[src/rtl/riscuva_io_responder.sv]
// Port-space responder for the RISCuva1 core: GPIO, one prescaled timer, and interrupt pend/mask/cause.
// Define IO_EXTIRQ_EN to build the external edge-interrupt source (pend[1]/mask[1]).
module riscuva_io_responder #(
  parameter logic [7:0] BASE     = 8'hE0,
  parameter int         PRESCALE = 16
) (
  input  logic       clk,
  input  logic       reset_n,
  input  logic [7:0] portAddress,
  input  logic       portRead,
  input  logic       portWrite,
  input  logic [7:0] wrData,
  output logic [7:0] rdData,
  output logic       intReq,
  input  logic       intAck,
  input  logic [7:0] gpioIn,
  output logic [7:0] gpioOut,
  input  logic       extIrq
);

  localparam logic [7:0] PRESC_LAST = 8'(PRESCALE - 1);
`ifdef IO_EXTIRQ_EN
  localparam logic [1:0] IRQ_BITS = 2'b11;
`else
  localparam logic [1:0] IRQ_BITS = 2'b01;
`endif

  logic [7:0] gpio_out_q, gpio_out_d;
  logic [7:0] gpio_s1_q, gpio_s2_q;
  logic [7:0] reload_q, reload_d;
  logic [7:0] count_q, count_d;
  logic       en_q, en_d;
  logic       auto_q, auto_d;
  logic [7:0] presc_q, presc_d;
  logic [1:0] pend_q, pend_d;
  logic [1:0] mask_q, mask_d;
  logic [1:0] cause_q, cause_d;
  logic       ack_q;
  logic       int_req_q, int_req_d;

  logic       hit, wr_hit, count_wr, tick, expire, ext_edge;
  logic [2:0] offset;
  logic [1:0] w1c;

  // The CPU pulses portRead or portWrite for exactly one cycle per access; a
  // write lands at the edge that samples the strobe, a read is answered in the same cycle.
  assign hit      = (portAddress[7:3] == BASE[7:3]);
  assign offset   = portAddress[2:0];
  assign wr_hit   = portWrite && hit;
  assign count_wr = wr_hit && (offset == 3'd3);
  assign tick     = en_q && (presc_q == PRESC_LAST);
  // A same-cycle count write cancels the tick entirely, including its expiry.
  assign expire   = tick && !count_wr && (count_q == 8'd0);

  assign presc_d   = (!en_q || count_wr || tick) ? 8'd0 : presc_q + 8'd1;
  assign cause_d   = (intAck && !ack_q) ? (pend_q & mask_q) : cause_q;
  assign int_req_d = |(pend_q & mask_q);

`ifdef IO_EXTIRQ_EN
  logic ext_s1_q, ext_s2_q, ext_prev_q;

  always_ff @(posedge clk or negedge reset_n) begin
    if (!reset_n) begin
      ext_s1_q   <= 1'b0;
      ext_s2_q   <= 1'b0;
      ext_prev_q <= 1'b0;
    end else begin
      ext_s1_q   <= extIrq;
      ext_s2_q   <= ext_s1_q;
      ext_prev_q <= ext_s2_q;
    end
  end

  assign ext_edge = ext_s2_q && !ext_prev_q;
`else
  logic unused_ext;
  assign unused_ext = extIrq;
  assign ext_edge   = 1'b0;
`endif

  always_comb begin
    gpio_out_d = gpio_out_q;
    reload_d   = reload_q;
    count_d    = count_q;
    en_d       = en_q;
    auto_d     = auto_q;
    mask_d     = mask_q;
    w1c        = 2'b00;
    if (tick && !count_wr) begin
      if (count_q != 8'd0) count_d = count_q - 8'd1;
      else if (auto_q)     count_d = reload_q;
      else                 en_d    = 1'b0;
    end
    // Register writes come last so they override the timer's own updates.
    if (wr_hit) begin
      case (offset)
        3'd0: gpio_out_d = wrData;
        3'd2: reload_d   = wrData;
        3'd3: count_d    = wrData;
        3'd4: begin
          en_d   = wrData[0];
          auto_d = wrData[1];
        end
        3'd5: w1c    = wrData[1:0];
        3'd6: mask_d = wrData[1:0] & IRQ_BITS;
        default: ;
      endcase
    end
    pend_d = ((pend_q & ~w1c) | {ext_edge, expire}) & IRQ_BITS;
  end

  always_ff @(posedge clk or negedge reset_n) begin
    if (!reset_n) begin
      gpio_out_q <= 8'h00;
      gpio_s1_q  <= 8'h00;
      gpio_s2_q  <= 8'h00;
      reload_q   <= 8'h00;
      count_q    <= 8'h00;
      en_q       <= 1'b0;
      auto_q     <= 1'b0;
      presc_q    <= 8'h00;
      pend_q     <= 2'b00;
      mask_q     <= 2'b00;
      cause_q    <= 2'b00;
      ack_q      <= 1'b0;
      int_req_q  <= 1'b0;
    end else begin
      gpio_out_q <= gpio_out_d;
      gpio_s1_q  <= gpioIn;
      gpio_s2_q  <= gpio_s1_q;
      reload_q   <= reload_d;
      count_q    <= count_d;
      en_q       <= en_d;
      auto_q     <= auto_d;
      presc_q    <= presc_d;
      pend_q     <= pend_d;
      mask_q     <= mask_d;
      cause_q    <= cause_d;
      ack_q      <= intAck;
      int_req_q  <= int_req_d;
    end
  end

  always_comb begin
    rdData = 8'h00;
    if (portRead && hit) begin
      case (offset)
        3'd0: rdData = gpio_out_q;
        3'd1: rdData = gpio_s2_q;
        3'd2: rdData = reload_q;
        3'd3: rdData = count_q;
        3'd4: rdData = {6'b0, auto_q, en_q};
        3'd5: rdData = {6'b0, pend_q};
        3'd6: rdData = {6'b0, mask_q};
        3'd7: rdData = {6'b0, cause_q};
        default: rdData = 8'h00;
      endcase
    end
  end

  assign gpioOut = gpio_out_q;
  assign intReq  = int_req_q;

endmodule

[config.mk]
export PLATFORM = sky130hd
export DESIGN_NAME = riscuva_io_responder
export DESIGN_NICKNAME = d
export VERILOG_FILES = /design/src/rtl/riscuva_io_responder.sv
export SDC_FILE = /design/constraint.sdc
export NUM_CORES = 1
export LEC_CHECK = 0
export ABC_CLOCK_PERIOD_IN_PS = 3700
export CAP_MARGIN = 20
export CELL_PAD_IN_SITES_DETAIL_PLACEMENT = 0
export CELL_PAD_IN_SITES_GLOBAL_PLACEMENT = 2
export CORE_MARGIN = 5
export CORE_UTILIZATION = 36
export DETAILED_ROUTE_END_ITERATION = 10
export PLACE_DENSITY_LB_ADDON = 0.2
export SLEW_MARGIN = 20
export SYNTH_ARGS = -nofsm -noshare
export SYNTH_HDL_FRONTEND = slang
export SYNTH_SLANG_ARGS = --single-unit
[constraint.sdc]
create_clock -name clk -period 3.7 [get_ports clk]
set_input_delay 0.37 -clock clk [delete_from_list [all_inputs] [get_ports clk]]
set_output_delay 0.37 -clock clk [all_outputs]
set_load 0.03 [all_outputs]
==> results.txt <==
----------------------------------------------------
[Place]
  Total of buffers placed on input and output ports ... 45
  RePlAce Congestion ... 0.784
  DP Worst Slack ... 0.696 ns
  Cell Count Post-Placement ... 391
  Detailed Place HPWL ... 4800 um

[Critical path]
  Terminus of the critical flop-to-flop path ... count_q[4]
  Startpoint kind of the worst setup timing path ... input pin
  Register-to-Register Setup Slack ... 1.54 ns
  Worst setup path endpoint ... rdData[0]
  FF-to-FF path depth ... 7
  WP data required ... 3.33 ns
  Reg-to-reg startpoint ... count_q[0]
  Endpoint kind of the worst setup timing path ... output port
  Data arrival time of the critical path ... 2.65 ns
  CP Launch Point ... portAddress[1]
  Critical path class ... input pin to output port
  Maximum net fanout on the critical path ... 12

[Die]
  Core region area ... 7250 um^2
  Die extent in y ... 96.4 um
  Horiz. Die Dim ... 96.4 um
  Initial Utilization ... 37.0%
  Row cnt ... 31
  Die Area ... 9290 um^2
  I/O pins ... 47

[STA]
  Upper clock frequency limit ... 331 MHz
  Post-route setup slack ... 0.681 ns
  Setup repair after global routing missed its margin ... no
  Fin. Hold Viols ... 0
  Worst Tran Pin Value ... 0.711 ns
  Setup tns final ... 0 ns
  Post-Route Skew ... 0.0112 ns
  Pins Over Slew Limit ... 0
  Remaining max-slew budget at the tightest pin ... 52.4%
  Clock period minus final worst setup slack ... 3.02 ns
  Post-route worst hold slack ... 0.0776 ns
  Final setup violation count ... 0
  Portion of the clock cycle consumed by the worst path in the final layout ... 81.6%

[Finish]
  Count of placed standard cells in the final layout, fillers left out ... 399
  Commonest cells after routing, fill and taps aside ... sky130_fd_sc_hd__dfrtp_1, sky130_fd_sc_hd__clkdlybuf4s50_1, sky130_fd_sc_hd__nor2_1
  Fraction of layout instances using a drive strength above 1 ... 13.7%
  Leading cell type in the layout, fill and taps excluded ... sky130_fd_sc_hd__dfrtp_1
  Final #Nets ... 332
  Growth of design area from synthesis to finish ... 23.7%
  Number of inserted diodes ... 0

[Job]
  Maximum Capacitance Violations ... 0

[GRT]
  Remaining Overflow, GRT ... 0
  First-pass GRT wire length ... 11000 um
  Total routing usage reported by global routing ... 15.7%
  Number of antenna violations at the first check in global routing ... 0
  Vias in the first global route ... 2122
  Maximum number of pins on one net before global-route repair ... 30

[Pwr]
  Internal power ... 0.835 mW
  Share of power burned in the clock network ... 32.1%
  Switching fraction of total power ... 27.4%
  Reported leakage power ... 1.36 nW
  Part of the power in combinational logic ... 11.5%
  Power density of the placed cells ... 346 nW/um^2
  Fraction of power consumed by sequential logic ... 56.4%
  VDD IR-drop max ... 0.166 mV
  Power spent charging and discharging nets ... 0.315 mW

[Detailed routing]
  1st-iter DRT viols ... 102
  Wire length on met3 ... 230 um
  Met2 wirelength from detailed routing ... 3200 um
  Routed via count divided by cell count ... 5.20
  Highest layer used for signal routing ... met4
  Average wire length per cell after detail routing ... 16.8 um
  Post-route DRC ... 0
  Wire length after detailed routing ... 6700 um
  Total vias in the final route ... 2073
  Met1 Wirelength ... 3210 um
  Detail Route Antenna Nets ... 0
  Detailed Routing Iterations Pass 1 ... 4

[CTS]
  CTS clk-pin slew, worst paths ... 0.12 ns
  Root Buffer Master ... sky130_fd_sc_hd__clkbuf_8
  Level count of the clock H-tree ... 2
  Clock tree from TritonCTS ... done
  Setup bufs post-CTS ... 0
  Post-CTS Resized ... 0
  Number of clock sinks ... 55
  Number of CTS-inserted buffers ... 5
  Number of hold buffers added after CTS ... 0
  Clk Latency, worst-skew pair ... 0.32 ns
  Deepest clock path buffer count ... 2

[Yosys]
  Count of unique library cells instantiated by Yosys ... 47
  Number of storage elements in the synthesis netlist ... 55
  Fraction of the yosys area taken by sequential cells ... 51.2%
  Fraction of synthesis flops using an asynchronous set or reset pin ... 100%
  Synthesized netlist cell count ... 257
  Synthesis Warnings ... 0
  Most used DFF post-synth ... sky130_fd_sc_hd__dfrtp_1
  Number of synthesized flops with an enable pin ... 0
  Post-Synthesis Mean Instance Area ... 10.5 um^2
  Net count of the mapped netlist ... 290
  Area of the mapped netlist ... 2690 um^2

[Worst hold path]
  Worst Hold Class ... input pin to async pin

[Status]
  Run status ... complete, no violations

----------------------------------------------------
-- per-layer routing --
layer | global-route usage, % | up-vias
li1 | - | 1012
met1 | 21.9 | 1014
met2 | 25.1 | 43
met3 | 3.02 | 4
met4 | 3.86 | 0
met5 | 0 | -
-- cells by family (layout without fill, tap and decap cells) --
group / count (synthesis) / after routing / share of synthesized area, %
AND/OR/NAND/NOR: 91 / 91 / 17.3
flip-flops: 55 / 55 / 51.2
AO/OA/AOI/OAI: 54 / 54 / 12.9
multiplexers: 27 / 27 / 11.8
buffers and inverters: 21 / 64 / 3.40
XOR/XNOR: 6 / 6 / 1.96
adder cells (fa/ha/maj): 3 / 3 / 1.40
-- worst max-delay path: stages --
cell,delay [ns]
sky130_fd_sc_hd__clkdlybuf4s50_1,0.68
sky130_fd_sc_hd__nor2b_1,0.29
sky130_fd_sc_hd__a221oi_1,0.35
sky130_fd_sc_hd__a21oi_1,0.07
sky130_fd_sc_hd__nor3_1,0.19
sky130_fd_sc_hd__clkdlybuf4s50_1,0.70
-- flip-flops by register name (all words and copies together), names as in the netlist --
signal and count:
ack_q 1, mask_q 1, gpio_s2_q 8, reload_q 8
presc_q 8, en_q 1, cause_q 1, pend_q 1
gpio_s1_q 8, gpioOut 8, intReq 1, count_q 8
auto_q 1
-- Yosys cell counts, types with 2 or more instances --
library cell                n  area [um^2]
sky130_fd_sc_hd__o31ai_1    5         37.5
sky130_fd_sc_hd__dfrtp_1   55         1380
sky130_fd_sc_hd__o21ai_0   11         55.1
sky130_fd_sc_hd__and3_1     4         25.0
sky130_fd_sc_hd__ha_1       3         37.5
sky130_fd_sc_hd__buf_2      4         20.0
sky130_fd_sc_hd__nand2b_1   2         12.5
sky130_fd_sc_hd__xor2_1     2         17.5
sky130_fd_sc_hd__a21oi_1   13         65.1
sky130_fd_sc_hd__nor3_1     4         20.0
sky130_fd_sc_hd__a32oi_1    2         17.5
sky130_fd_sc_hd__mux2i_1    7         70.1
sky130_fd_sc_hd__inv_1      7         26.3
sky130_fd_sc_hd__xnor2_1    4         35.0
sky130_fd_sc_hd__nor2_1    38          143
sky130_fd_sc_hd__mux4_2     2         45.0
sky130_fd_sc_hd__a31oi_1    3         18.8
sky130_fd_sc_hd__nand4_1    3         18.8
sky130_fd_sc_hd__and2_1     3         18.8
sky130_fd_sc_hd__nand3_1    8         40.0
sky130_fd_sc_hd__a211oi_1  12         90.1
sky130_fd_sc_hd__mux2_2    18          203
sky130_fd_sc_hd__nor2b_1    2         12.5
sky130_fd_sc_hd__nand2_1   15         56.3
sky130_fd_sc_hd__clkbuf_1   8         30.0
-- layout make-up --
type                    instances  area [um^2]
clock buffers                   5         68.8
clock inverters                 3         33.8
fillers                       717         3930
inverters                       7         26.3
multi-input cells             181         1220
flip-flops and latches         55         1380
well taps                      99          124
repair buffers                 49          475
-- power groups by stage --
stage	Clock [mW]	Combinational, mW	Sequential, mW
after detailed placement	0	0.134	0.661
final	0.370	0.132	0.649
after CTS	0.385	0.134	0.649
after floorplan	0	0.0615	0.659
after global routing	0.405	0.146	0.653
after global placement	0	0.133	0.660
-- metrics by stage --
step | power [mW] | utilization (%) | cell area (um^2)
3_5_place_dp | 0.794 | 44.4 | 3220
5_1_grt | 1.20 | 45.8 | 3320
4_1_cts | 1.17 | 45.8 | 3320
6_report | 1.15 | 45.8 | 3320
3_3_place_gp | 0.793 | 44.4 | 3220
2_1_floorplan | 0.720 | - | 2690
-- worst min path at each step --
| stage | start | to | slack [ns] | cells past startpoint |
|---|---|---|---|---|
| floorplan | reset_n | ack_q | 0.07 | 0 |
| global placement | gpio_s1_q[3] | gpio_s2_q[3] | 0.33 | 0 |
| detailed placement | gpio_s1_q[0] | gpio_s2_q[0] | 0.33 | 0 |
| CTS | reset_n | count_q[5] | 0.11 | 1 |
| global route | reset_n | count_q[1] | 0.13 | 1 |
| finish | reset_n | count_q[1] | 0.08 | 1 |
(Power assumes the default switching activity.)
